File: src/rtl/mux4_rr_sched_if.sv
// Request/grant bundle between the requesters and the 4:1 mux select scheduler.
interface mux4_rr_sched_if #(
  parameter int CNT_W = 4
);
  logic [3:0]       req;
  logic [3:0]       gnt;
  logic             s0;
  logic             s1;
  logic             busy;
  logic [CNT_W-1:0] hold_cnt;

  modport master (output req, input gnt, s0, s1, busy, hold_cnt);
  modport slave  (input req, output gnt, s0, s1, busy, hold_cnt);
endinterface

File: src/rtl/mux4_rr_sched.sv
// Round-robin owner of the 4:1 mux select with per-tenure hold limit.
// Optional macro MUX4_RR_SCHED_PRIO0_EN makes req[0] a preempting strict-priority requester.
module mux4_rr_sched #(
  parameter int MAX_HOLD = 8,
  parameter int CNT_W    = 4
) (
  input  logic           clk,
  input  logic           rst_n,
  mux4_rr_sched_if.slave bus
);

  typedef enum logic {IDLE, GRANT} state_e;

  localparam logic [CNT_W-1:0] HOLD_LAST = CNT_W'(MAX_HOLD - 1);

  state_e           state_q, state_d;
  logic [3:0]       gnt_q, gnt_d;
  logic [1:0]       sel_q, sel_d;
  logic [CNT_W-1:0] cnt_q, cnt_d;
  logic [1:0]       last_q, last_d;
  logic             release_w;
  logic             grant_w;
  logic [1:0]       pick_w;
`ifdef MUX4_RR_SCHED_PRIO0_EN
  logic             skip0_q, skip0_d;
`endif

  // First set bit searching after+1, after+2, ... wrapping back onto after itself.
  function automatic logic [1:0] rr_pick(input logic [3:0] r, input logic [1:0] after);
    logic [1:0] idx;
    logic [1:0] res;
    logic       done;
    res  = after;
    done = 1'b0;
    for (int k = 1; k <= 4; k++) begin
      idx = after + 2'(k);
      if (!done && r[idx]) begin
        res  = idx;
        done = 1'b1;
      end
    end
    return res;
  endfunction

  always_comb begin
    state_d   = state_q;
    gnt_d     = gnt_q;
    sel_d     = sel_q;
    cnt_d     = cnt_q;
    last_d    = last_q;
    release_w = 1'b0;
    grant_w   = 1'b0;
    pick_w    = rr_pick(bus.req, last_q);
`ifdef MUX4_RR_SCHED_PRIO0_EN
    skip0_d   = skip0_q;
`endif
    case (state_q)
      IDLE: begin
`ifdef MUX4_RR_SCHED_PRIO0_EN
        if (bus.req[0]) pick_w = 2'd0;
`endif
        grant_w = |bus.req;
      end
      GRANT: begin
        release_w = !bus.req[sel_q] || (cnt_q == HOLD_LAST);
        pick_w    = rr_pick(bus.req, sel_q);
`ifdef MUX4_RR_SCHED_PRIO0_EN
        if (sel_q != 2'd0 && bus.req[0] && !skip0_q) release_w = 1'b1;
`endif
        if (!release_w) begin
          cnt_d = cnt_q + CNT_W'(1);
        end else if (|bus.req) begin
          grant_w = 1'b1;
`ifdef MUX4_RR_SCHED_PRIO0_EN
          // An expiring requester 0 yields one round-robin tenure before it may preempt again.
          if (sel_q == 2'd0 && cnt_q == HOLD_LAST && |bus.req[3:1]) begin
            pick_w  = rr_pick({bus.req[3:1], 1'b0}, 2'd0);
            skip0_d = 1'b1;
          end else begin
            if (bus.req[0]) pick_w = 2'd0;
            skip0_d = 1'b0;
          end
`endif
        end else begin
          state_d = IDLE;
          gnt_d   = 4'b0000;
          cnt_d   = '0;
`ifdef MUX4_RR_SCHED_PRIO0_EN
          skip0_d = 1'b0;
`endif
        end
      end
      default: state_d = IDLE;
    endcase
    if (grant_w) begin
      state_d = GRANT;
      gnt_d   = 4'b0001 << pick_w;
      sel_d   = pick_w;
      cnt_d   = '0;
      last_d  = pick_w;
    end
  end

  always_ff @(posedge clk) begin
    if (!rst_n) begin
      state_q <= IDLE;
      gnt_q   <= 4'b0000;
      sel_q   <= 2'd0;
      cnt_q   <= '0;
      last_q  <= 2'd3;
`ifdef MUX4_RR_SCHED_PRIO0_EN
      skip0_q <= 1'b0;
`endif
    end else begin
      state_q <= state_d;
      gnt_q   <= gnt_d;
      sel_q   <= sel_d;
      cnt_q   <= cnt_d;
      last_q  <= last_d;
`ifdef MUX4_RR_SCHED_PRIO0_EN
      skip0_q <= skip0_d;
`endif
    end
  end

  assign bus.gnt      = gnt_q;
  assign bus.s0       = sel_q[0];
  assign bus.s1       = sel_q[1];
  assign bus.busy     = (state_q == GRANT);
  assign bus.hold_cnt = cnt_q;

endmodule

File: src/flat_wrapper.sv
// flat-port wrapper written by rule: the top's interface ports become plain ports
module mux4_rr_sched_flat 
#(
  parameter int MAX_HOLD = 8,
  parameter int CNT_W    = 4
)
  (clk, rst_n, bus_req, bus_gnt, bus_s0, bus_s1, bus_busy, bus_hold_cnt);
  mux4_rr_sched_if #(.CNT_W(CNT_W)) bus_i ();
  input  logic clk;
  input  logic rst_n;
  input wire logic [$bits(bus_i.req)-1:0] bus_req;
  output wire logic [$bits(bus_i.gnt)-1:0] bus_gnt;
  output wire logic [$bits(bus_i.s0)-1:0] bus_s0;
  output wire logic [$bits(bus_i.s1)-1:0] bus_s1;
  output wire logic [$bits(bus_i.busy)-1:0] bus_busy;
  output wire logic [$bits(bus_i.hold_cnt)-1:0] bus_hold_cnt;
  assign bus_i.req = bus_req;
  assign bus_gnt = bus_i.gnt;
  assign bus_s0 = bus_i.s0;
  assign bus_s1 = bus_i.s1;
  assign bus_busy = bus_i.busy;
  assign bus_hold_cnt = bus_i.hold_cnt;
  mux4_rr_sched #(.MAX_HOLD(MAX_HOLD), .CNT_W(CNT_W)) u_core (.clk(clk), .rst_n(rst_n), .bus(bus_i));
endmodule
File: config.mk
export PLATFORM = sky130hd
export DESIGN_NAME = mux4_rr_sched_flat
export DESIGN_NICKNAME = d
export VERILOG_FILES = /design/src/rtl/mux4_rr_sched_if.sv /design/src/rtl/mux4_rr_sched.sv /design/src/flat_wrapper.sv
export SDC_FILE = /design/constraint.sdc
export NUM_CORES = 1
export LEC_CHECK = 0
export CAP_MARGIN = 20
export CORE_UTILIZATION = 54
export CTS_CLUSTER_DIAMETER = 120
export CTS_CLUSTER_SIZE = 16
export DETAILED_ROUTE_END_ITERATION = 10
export HOLD_SLACK_MARGIN = 0.12
export MAX_ROUTING_LAYER = met4
export PLACE_DENSITY = 0.92
export SYNTH_ARGS = -nofsm -noshare
export SYNTH_HDL_FRONTEND = slang
export SYNTH_SLANG_ARGS = --single-unit
File: constraint.sdc
create_clock -name clk -period 4.25 [get_ports clk]
set_input_delay 0.85 -clock clk [delete_from_list [all_inputs] [get_ports clk]]
set_output_delay 0.85 -clock clk [all_outputs]
set_load 0.02 [all_outputs]
==> results.py <==
metrics = {
    "outcome": {
        "outcome": "completed",
    },
    "timing": {
        "hold-worst-slack_ns": 0.4738,
        "fin_crit_sh_pct": 66.68,
        "layout_setup_ws_ns": 1.416,
        "worstMarginPinSlew_ns": 0.5014,
        "hold_viol_final": 0,
        "rsz0062_at_grt": "no",
        "tns_ns": 0,
        "fin_crit_ns": 2.834,
        "finClkSkew_ns": 0.003468,
        "finalSetupViolCount": 0,
        "timing.fmax_ghz": 0.3529,
        "slew_headroom_pct": 66.32,
        "report.final.slew_viol_count": 0,
    },
    "min_path": {
        "hold_path.class": "register to register",
    },
    "global_routing": {
        "grt_usage_pct": 25.49,
        "grt_pass1_wl_um": 3491,
        "grt_pass1_vias": 833,
        "overflow": 0,
        "grt_antenna_before_repair": 0,
        "grt_max_degree": 14,
    },
    "synthesis": {
        "ys_ff_latch": 13,
        "avgSynthCellArea_sq_um": 8.688,
        "ys_types": 47,
        "syn_area_sq_um": 920.9,
        "syn-num-nets": 113,
        "synthCells": 106,
        "yosys_warnings": 0,
        "yosysSeqAreaShare_pct": 28.26,
    },
    "placed_design": {
        "hpwlAfterDp_um": 1508,
        "dpl_worst_slack_ns": 1.161,
        "port_buffers": 16,
        "dpl.cell_count": 128,
        "place_congestion": 0.8144,
        "postPlaceCellArea_sq_um": 1031,
    },
    "clock_tree": {
        "ctsHoldBuffers": 0,
        "cts_resized": 0,
        "htree_levels": 1,
        "clk_path_buf_depth": 2,
        "cts-root-buf": "clkbuf_4",
        "path_clk_slew_ns": 0.07,
        "numCtsBuffers": 3,
        "clock-sinks": 13,
        "cts_tree": "built",
        "clk-insertion-delay-late_ns": 0.29,
        "cts_setup_buffers": 0,
    },
    "floorplan": {
        "core_area_sq_um": 1541,
        "rows": 14,
        "start_util_pct": 59.74,
        "die_x_um": 43.30,
        "io_pins": 17,
        "dieArea_sq_um": 1874,
        "die_height_um": 43.30,
    },
    "job": {
        "drv_cap": 0,
    },
    "pwr": {
        "power_frac_clock_pct": 22.0,
        "p_sw_share_pct": 35.71,
        "pwr-share-comb_pct": 33.5,
        "cellLeakagePower_nw": 0.3695,
        "finalPower_uw": 351.5,
        "power_density_nw_per_um2": 332.1,
        "switchingPower_uw": 125.5,
        "p_int_uw": 226.0,
        "peakVddDrop_mv": 0.1950,
        "power.share.sequential_pct": 44.5,
    },
    "setup_path": {
        "path_class": "input port to register",
        "start_kind": "input port",
        "crit_family": "buffers and inverters",
        "cp_cell_sequence": "clkdlybuf4s50_1, nor2b_2, a21oi_1, or4_1, a32oi_1, a32o_1",
        "cp_max_fo": 13,
        "max_stage_delay_ns": 0.77,
        "cp-end-kind": "register",
        "required_ns": 4.48,
        "arrival_ns": 3.06,
        "crit_slowest_cell": "clkdlybuf4s50_1",
        "crit_buf_inv": 1,
    },
    "routing": {
        "wire_per_inst_um": 15.75,
        "drt_iter0_drc": 24,
        "via_count": 879,
        "via_per_inst": 6.659,
        "first_pass_iters": 4,
        "finalWirelength_um": 2079,
        "antenna_left": 0,
        "post-route-drc-count": 0,
    },
    "cells_and_area": {
        "final_nets": 124,
        "drive_gt1_share_pct": 11.21,
        "diodes": 0,
        "fin_area_sq_um": 1059,
        "area_growth_pct": 14.95,
        "layoutNonFillerInstCount": 132,
        "final_core_util_pct": 68.67,
        "nFillCells": 130,
    },
}
==> kinds of logic (layout without fill, tap and decap cells) <==
family,Yosys count,after routing,synth area share (%)
buffers and inverters,13,23,8.831
DFF,13,13,28.26
AOI/OAI and AO/OA,36,36,28.26
muxes,2,2,3.532
and+or+nand+nor,39,39,27.58
adders and majority gates,3,3,3.532
==> sequential cells by signal (all words and copies together) (netlist names) <==
register	count
u_core.bus.busy	1
u_core.bus.gnt	4
u_core.bus.hold_cnt	4
u_core.last_q	2
u_core.sel_q	2
==> power by group through the flow <==
stage          clock, mW  sequential [mW]  combinational (mW)
2_1_floorplan          0            0.154              0.0899
3_3_place_gp           0            0.158               0.112
3_5_place_dp           0            0.159               0.116
4_1_cts           0.0791            0.156               0.117
5_1_grt           0.0834            0.159               0.127
6_report          0.0774            0.156               0.118
==> worst min-delay path: stages, from the launching register on <==
cell	delay, ns
dfxtp_1	0.32
nand2_1	0.05
o31ai_1	0.06
==> Yosys cell counts (all sizes together) <==
master	instances	area, sq um
a21oi	9	45.04
or4	1	7.510
o41a	1	11.26
a221oi	1	8.760
nand4b	1	8.760
o2111ai	1	8.760
inv	3	11.26
a21o	1	7.510
buf	6	55.05
nor4	1	21.27
mux2i	1	10.01
o31ai	3	22.52
or2b	1	7.510
o211ai	1	7.510
a22oi	1	7.510
a211oi	2	15.01
maj3	2	20.02
a32o	3	31.28
and3	1	11.26
ha	1	12.51
a211o	1	8.760
o21ai	6	30.03
a32oi	1	8.760
o21a	2	22.52
a21boi	1	7.510
and2	1	6.260
mux4	1	22.52
nand2b	1	6.260
nand3b	2	15.01
nor3	5	30.03
and2b	1	7.510
nor3b	3	27.52
nor2	7	33.78
or3	1	6.260
nor2b	4	27.53
nand3	3	15.01
o221ai	2	17.52
dfxtp	13	260.3
nand2	6	22.52
clkbuf	4	15.01
==> layout make-up <==
type,instances,area (sq um),area share [%]
timing repair buffer,16,160.2,15.13
sequential,13,260.3,24.59
clock inverter,1,5.005,0.4728
clock buffer,3,22.52,2.128
inverter,3,11.26,1.064
multi-input combinational,80,579.3,54.73
tap,16,20.02,1.891
==> per-layer routing <==
layer | vias up | track usage [%] | share of wire [%]
met5 | - | - | 0
met1 | 417 | 29.55 | 43
li1 | 422 | - | -
met4 | 0 | 11.52 | 1.4
met2 | 36 | 39.70 | 47
met3 | 4 | 8.511 | 8.0
==> final timing paths <==
| kind | from | to | slack [ns] | cells past startpoint |
|---|---|---|---|---|
| hold reg to reg | u_core.bus.gnt[0] | u_core.bus.gnt[0] | 0.47 | 2 |
| hold / removal | u_core.bus.gnt[0] | u_core.bus.gnt[0] | 0.47 | 2 |
| setup / recovery | bus_req[1] | u_core.bus.gnt[1] | 1.42 | 6 |
| setup reg to reg | u_core.sel_q[0] | u_core.bus.gnt[1] | 2.32 | 4 |
==> layout by cell type (no fill, tap or decap), types with 2 or more instances in the layout <==
| cell type | n |
|---|---|
| a211oi_1 | 2 |
| a21oi_1 | 9 |
| a32o_1 | 2 |
| clkbuf_4 | 3 |
| clkdlybuf4s50_1 | 16 |
| dfxtp_1 | 13 |
| inv_1 | 3 |
| maj3_1 | 2 |
| nand2_1 | 6 |
| nand3_1 | 3 |
| nand3b_1 | 2 |
| nor2_1 | 6 |
| nor2b_1 | 3 |
| nor3_1 | 4 |
| nor3b_1 | 2 |
| o21ai_0 | 6 |
| o221ai_1 | 2 |
| o31ai_1 | 3 |
Note: power is estimated with default switching activity, not from simulation.
